[src/rtl/adpll_pkg.sv]
`timescale 1ns/1ps
`default_nettype none
// ============================================================================
//  Module   : adpll_pkg
//  Brief    : Shared widths, loop constants, PD state type and saturation helpers.
//  Revision : 1.0
// ============================================================================
package adpll_pkg;

    localparam int ERR_W    = 8;
    localparam int CC_W     = 9;
    localparam int ACC_W    = 16;
    localparam int INT_W    = 16;
    localparam int CNT_W    = 7;

    localparam int BASE_INC = 1311;
    localparam int KP_SHIFT = 0;
    localparam int KI_SHIFT = 4;
    localparam int ERR_MAX  = 127;
    localparam int CC_MAX   = 255;

    localparam logic signed [INT_W-1:0] INT_MAX = {1'b0, {(INT_W-1){1'b1}}};
    localparam logic signed [INT_W-1:0] INT_MIN = {1'b1, {(INT_W-1){1'b0}}};

    typedef enum logic [1:0] {
        PD_IDLE     = 2'd0,
        PD_REF_LEAD = 2'd1,
        PD_GEN_LEAD = 2'd2
    } pd_state_t;

    // Counter stops at all-ones, which equals ERR_MAX for a 7-bit count.
    function automatic logic [CNT_W-1:0] cnt_inc(input logic [CNT_W-1:0] cnt);
        return (cnt == {CNT_W{1'b1}}) ? cnt : cnt + CNT_W'(1);
    endfunction

    function automatic logic signed [CC_W-1:0] sat_cc(input logic signed [31:0] v);
        if (v > CC_MAX)
            return CC_W'(CC_MAX);
        else if (v < -CC_MAX)
            return CC_W'(-CC_MAX);
        else
            return v[CC_W-1:0];
    endfunction

endpackage
`default_nettype wire

[src/rtl/adpll_phase_det.sv]
`timescale 1ns/1ps
`default_nettype none
// ============================================================================
//  Module   : adpll_phase_det
//  Brief    : Ref synchroniser, edge detection and saturating TDC phase detector.
//  Revision : 1.0
// ============================================================================
module adpll_phase_det
    import adpll_pkg::*;
(
    input  logic                    clk_i,
    input  logic                    reset_i,
    input  logic                    ref_clk_i,
    input  logic                    gen_clk_i,
    output logic signed [ERR_W-1:0] error_o,
    output logic                    err_valid_o
);

    // [1:0] is the two-flop synchroniser, [2] is the history bit for edge detection.
    logic [2:0]              ref_sync_q;
    logic                    gen_prev_q;
    pd_state_t               state_q, state_d;
    logic [CNT_W-1:0]        cnt_q, cnt_d;
    logic signed [ERR_W-1:0] error_q, error_d;
    logic                    valid_q, valid_d;
    logic                    ref_edge, gen_edge;

    assign ref_edge = ref_sync_q[1] & ~ref_sync_q[2];
    assign gen_edge = gen_clk_i & ~gen_prev_q;

    always_comb begin
        state_d = state_q;
        cnt_d   = cnt_q;
        error_d = error_q;
        valid_d = 1'b0;
        case (state_q)
            PD_IDLE: begin
                if (ref_edge && gen_edge) begin
                    error_d = '0;
                    valid_d = 1'b1;
                end else if (ref_edge) begin
                    state_d = PD_REF_LEAD;
                    cnt_d   = CNT_W'(1);
                end else if (gen_edge) begin
                    state_d = PD_GEN_LEAD;
                    cnt_d   = CNT_W'(1);
                end
            end
            PD_REF_LEAD: begin
                if (gen_edge) begin
                    error_d = $signed({1'b0, cnt_q});
                    valid_d = 1'b1;
                    state_d = PD_IDLE;
                    cnt_d   = '0;
                end else if (ref_edge) begin
                    cnt_d = CNT_W'(1);
                end else begin
                    cnt_d = cnt_inc(cnt_q);
                end
            end
            PD_GEN_LEAD: begin
                if (ref_edge) begin
                    error_d = -$signed({1'b0, cnt_q});
                    valid_d = 1'b1;
                    state_d = PD_IDLE;
                    cnt_d   = '0;
                end else if (gen_edge) begin
                    cnt_d = CNT_W'(1);
                end else begin
                    cnt_d = cnt_inc(cnt_q);
                end
            end
            default: begin
                state_d = PD_IDLE;
                cnt_d   = '0;
            end
        endcase
    end

    always_ff @(posedge clk_i or posedge reset_i) begin
        if (reset_i) begin
            ref_sync_q <= '0;
            gen_prev_q <= 1'b0;
            state_q    <= PD_IDLE;
            cnt_q      <= '0;
            error_q    <= '0;
            valid_q    <= 1'b0;
        end else begin
            ref_sync_q <= {ref_sync_q[1:0], ref_clk_i};
            gen_prev_q <= gen_clk_i;
            state_q    <= state_d;
            cnt_q      <= cnt_d;
            error_q    <= error_d;
            valid_q    <= valid_d;
        end
    end

    assign error_o     = error_q;
    assign err_valid_o = valid_q;

endmodule
`default_nettype wire

[src/rtl/adpll_core.sv]
`timescale 1ns/1ps
`default_nettype none
// ============================================================================
//  Module   : adpll_core
//  Brief    : All-digital PLL: phase detector, saturating PI filter, accumulator DCO.
//  Revision : 1.0
// ============================================================================
module adpll_core
    import adpll_pkg::*;
(
    input  logic                    fpga_clk_i,
    input  logic                    reset_i,
    input  logic                    ref_clk_i,
    input  logic                    enable_i,
    output logic                    gen_clk_o,
    output logic signed [ERR_W-1:0] error_o,
    output logic signed [CC_W-1:0]  dco_cc_o
);

    logic signed [ERR_W-1:0] pd_error;
    logic                    pd_valid;
    logic signed [INT_W-1:0] integ_q, integ_d, integ_new;
    logic [INT_W:0]          integ_sum;
    logic signed [31:0]      cc_sum;
    logic signed [CC_W-1:0]  cc_q, cc_d;
    logic [ACC_W-1:0]        acc_q, acc_d;
    logic                    gen_q, gen_d;

    adpll_phase_det u_phase_det (
        .clk_i       (fpga_clk_i),
        .reset_i     (reset_i),
        .ref_clk_i   (ref_clk_i),
        .gen_clk_i   (gen_q),
        .error_o     (pd_error),
        .err_valid_o (pd_valid)
    );

    always_comb begin
        integ_sum = {integ_q[INT_W-1], integ_q} + (INT_W+1)'(pd_error);
        if (integ_sum[INT_W] != integ_sum[INT_W-1])
            integ_new = integ_sum[INT_W] ? INT_MIN : INT_MAX;
        else
            integ_new = integ_sum[INT_W-1:0];
        cc_sum = 32'(pd_error >>> KP_SHIFT) + 32'(integ_new >>> KI_SHIFT);

        integ_d = integ_q;
        cc_d    = cc_q;
        if (!enable_i) begin
            integ_d = '0;
            cc_d    = '0;
        end else if (pd_valid) begin
            integ_d = integ_new;
            cc_d    = sat_cc(cc_sum);
        end

        // |cc| <= 255 < BASE_INC, so the step is always positive.
        acc_d = acc_q + ACC_W'(BASE_INC) + ACC_W'(cc_q);
        gen_d = acc_q[ACC_W-1];
    end

    always_ff @(posedge fpga_clk_i or posedge reset_i) begin
        if (reset_i) begin
            integ_q <= '0;
            cc_q    <= '0;
            acc_q   <= '0;
            gen_q   <= 1'b0;
        end else begin
            integ_q <= integ_d;
            cc_q    <= cc_d;
            acc_q   <= acc_d;
            gen_q   <= gen_d;
        end
    end

    assign gen_clk_o = gen_q;
    assign error_o   = pd_error;
    assign dco_cc_o  = cc_q;

endmodule
`default_nettype wire

[config.mk]
export PLATFORM = sky130hd
export DESIGN_NAME = adpll_core
export DESIGN_NICKNAME = d
export VERILOG_FILES = /design/src/rtl/adpll_pkg.sv /design/src/rtl/adpll_phase_det.sv /design/src/rtl/adpll_core.sv
export SDC_FILE = /design/constraint.sdc
export NUM_CORES = 1
export LEC_CHECK = 0
export CORE_ASPECT_RATIO = 0.8
export CORE_MARGIN = 5
export CORE_UTILIZATION = 59
export DETAILED_ROUTE_END_ITERATION = 10
export PLACE_DENSITY_LB_ADDON = 0.08
export SLEW_MARGIN = 10
export SYNTH_ARGS = -nofsm -noshare
export SYNTH_HDL_FRONTEND = slang
export SYNTH_SLANG_ARGS = --single-unit
[constraint.sdc]
create_clock -name fpga_clk_i -period 16.1 [get_ports fpga_clk_i]
set_input_delay 4.83 -clock fpga_clk_i [delete_from_list [all_inputs] [get_ports fpga_clk_i]]
set_output_delay 4.83 -clock fpga_clk_i [all_outputs]
set_load 0.05 [all_outputs]
==> results.sh <==
export IMPL_finClkSkew_ns=0.006176
export IMPL_core_area_um2=8408
export IMPL_rsz0062_at_grt="false"
export IMPL_drv_slew=0
export IMPL_avgSynthCellArea_um2=8.833
export IMPL_drc=0
export IMPL_dpl_hpwl_um=8413
export IMPL_grt_max_degree=65
export IMPL_fp_dieH_um=92.56
export IMPL_cp_cell_sequence="clkdlybuf4s50_1"
export IMPL_relSlewSlack=0.4416
export IMPL_reg2reg_to="dco_cc_o[4]$_DFFE_PP0P_"
export IMPL_fin_tns_setup_ns=0
export IMPL_cts_tree="yes"
export IMPL_synth_mux_area_fraction=0.004232
export IMPL_drt_vias_per_instance=5.926
export IMPL_yosys_top_cells_area="dfrtp_1 (32%), ha_1 (17%), inv_1 (4.3%)"
export IMPL_finalCriticalPeriod_ns=6.889
export IMPL_yosysMostFrequentCell="ha_1"
export IMPL_drive_gt1_frac=0.05210
export IMPL_antenna_found_initial=0
export IMPL_synth_xor_area_frac=0.06273
export IMPL_r2r_slack_ns=9.59
export IMPL_htree_levels=3
export IMPL_initialDrtViolationCount=200
export IMPL_insertedDiodeCount=0
export IMPL_hold_violations=0
export IMPL_cts_hold_buffers=0
export IMPL_overflow=0
export IMPL_cts_root_buf="clkbuf_8"
export IMPL_ys_types=68
export IMPL_dr_pass1_iters=5
export IMPL_rr_startpoint="u_phase_det.error_o[0]$_DFFE_PP0P_"
export IMPL_fin_nets=665
export IMPL_hold_path_class="reg -> reg"
export IMPL_synth_commonest_cells="ha_1 (67), dfrtp_1 (64), inv_1 (57), nand2_1 (53), o21ai_0 (39)"
export IMPL_min_to="u_phase_det.ref_sync_q[1]$_DFF_PP0_"
export IMPL_crit_path_end_kind="output pin"
export IMPL_synthAdderAreaFrac=0.1787
export IMPL_tightest_slew_ns=0.8376
export IMPL_fmax_ghz=0.1452
export IMPL_std_cell_rows=30
export IMPL_drv_cap=0
export IMPL_synth_seq_area_share=0.3186
export IMPL_ios=22
export IMPL_drt_wirelength_per_cell_um=15.85
export IMPL_vias=4190
export IMPL_synth_nets=643
export IMPL_synth_top_family_by_area="compound AO/OA/AOI/OAI gates"
export IMPL_synth_area_um2=5026
export IMPL_synth_compound_area_share=0.2111
export IMPL_setup_viol=0
export IMPL_start_util=0.5978
export IMPL_synthToLayoutAreaGrowth_pct=10.65
export IMPL_peakVddDrop_v=0.0001165
export IMPL_postCtsSetupRepairBufs=0
export IMPL_place_congestion=0.9021
export IMPL_clock_path_buffers=2
export IMPL_critPathBufInv=1
export IMPL_path_depth=1
export IMPL_wirelength_um=11210
export IMPL_yosys_area_top_type_share=0.3186
export IMPL_yosysTopAreaCell="dfrtp_1"
export IMPL_arrival_ns=2.06
export IMPL_postSynthCellCount=569
export IMPL_grtUsageTotal=0.2310
export IMPL_insertion_delay_ns=0.34
export IMPL_slowest_stage="clkdlybuf4s50_1"
export IMPL_fin_util=0.6615
export IMPL_cpPeakStageDelay_ns=0.94
export IMPL_crit_required_ns=11.27
export IMPL_antenna_left=0
export IMPL_grt_pass1_wl_um=19800
export IMPL_status="finished, final reports clean"
export IMPL_rr_worst_depth=24
export IMPL_hold_depth=0
export IMPL_power_density_nw_per_um2=208.7
export IMPL_synth_main_ff_cell="dfrtp_1"
export IMPL_async_reset_ff_frac=1.000
export IMPL_yosys_area_share_simple=0.1735
export IMPL_cp_max_fo=17
export IMPL_post_place_ws_ns=9.226
export IMPL_ys_seq_elements=64
export IMPL_dieArea_um2=10480
export IMPL_yosysWarnings=0
export IMPL_clock_sinks=64
export IMPL_p_leak_nw=2.736
export IMPL_numCtsBuffers=9
export IMPL_worstHoldStart="u_phase_det.ref_sync_q[0]$_DFF_PP0_"
export IMPL_critPathTopFamily="buffers and inverters"
export IMPL_numPortBuffers=21
export IMPL_grt_pass1_vias=4312
export IMPL_start_kind="flop"
export IMPL_path_clk_slew_ns=0.07
export IMPL_criticalPathCategory="reg -> out"
export IMPL_setup_slack_ns=9.211
export IMPL_die_w_um=113.2
export IMPL_cts_repair_resized=0
export IMPL_fin_crit_sh=0.4279
export IMPL_synth_edf_count=0
[flip-flops by register name, indices dropped and copies added (netlist names), 2 cells and up]
register	flops
u_phase_det.cnt_q	7
u_phase_det.ref_sync_q	3
u_phase_det.state_q	2
integ_q	16
acc_q	16
dco_cc_o	9
u_phase_det.error_o	8
[through the flow]
| step | hold WS [ns] | instance area, um^2 | instances | power (mW) |
|---|---|---|---|---|
| after floorplan | 0.3312 | 5026 | 569 | 0.8301 |
| after global placement | 0.3335 | 5341 | 692 | 0.9690 |
| after detailed placement | 0.3362 | 5341 | 692 | 0.9955 |
| after CTS | 0.3523 | 5562 | 707 | 1.162 |
| after global routing | 0.3741 | 5562 | 707 | 1.271 |
| final | 0.3538 | 5562 | 707 | 1.161 |
[metal layers]
metal / vias up / wire (um) / track usage
li1: 2075 / - / -
met1: 2008 / 5222 / 0.3004
met2: 88 / 5357 / 0.3920
met3: 19 / 445 / 0.04246
met4: 0 / 183 / 0.07107
met5: - / 0 / 0
[placed cells by master, fill, tap and decap left out, types with 5 or more instances in the layout]
master,n
a21o_1,10
a21oi_1,26
a221o_1,6
a31oi_1,16
and2_1,6
and3_1,8
clkbuf_8,11
clkdlybuf4s50_1,21
dfrtp_1,64
ha_1,67
inv_1,56
nand2_1,53
nand2b_1,5
nand3_1,16
nor2_1,31
nor2b_1,13
nor3_1,14
nor4_1,5
o211ai_1,8
o21a_1,5
o21ai_0,39
or3_1,7
xnor2_1,24
xor2_1,12
[cells by family after synthesis]
family | count (synthesis)
AO/OA/AOI/OAI | 153
XOR/XNOR | 36
adder cells (fa/ha/maj) | 70
buffers and inverters | 68
flip-flops | 64
multiplexers | 2
AND/OR/NAND/NOR | 176
[power by group]
group | switching, mW | internal (mW)
registers | 0.0345 | 0.207
clock network | 0.0631 | 0.0947
logic | 0.448 | 0.314
[layout make-up]
cell class                 count  area (um^2)
fill                         712         2846
inverter                      57        214.0
clock inverter                 3        65.06
tap                          112        140.1
timing repair buffer          22        217.7
clock buffer                  12        155.1
sequential                    64         1602
multi-input combinational    437         3168
[worst max path at each step]
stage,end,slack (ns),from
finish,error_o[7],9.21,u_phase_det.error_o[7]$_DFFE_PP0P_
global route,dco_cc_o[4]$_DFFE_PP0P_,9.05,u_phase_det.error_o[0]$_DFFE_PP0P_
CTS,error_o[7],9.19,u_phase_det.error_o[7]$_DFFE_PP0P_
detailed placement,dco_cc_o[6]$_DFFE_PP0P_,9.23,enable_i
global placement,dco_cc_o[6]$_DFFE_PP0P_,9.29,enable_i
floorplan,acc_q[0]$_DFF_PP0_,9.67,reset_i
Note: power is estimated with default switching activity, not from simulation.
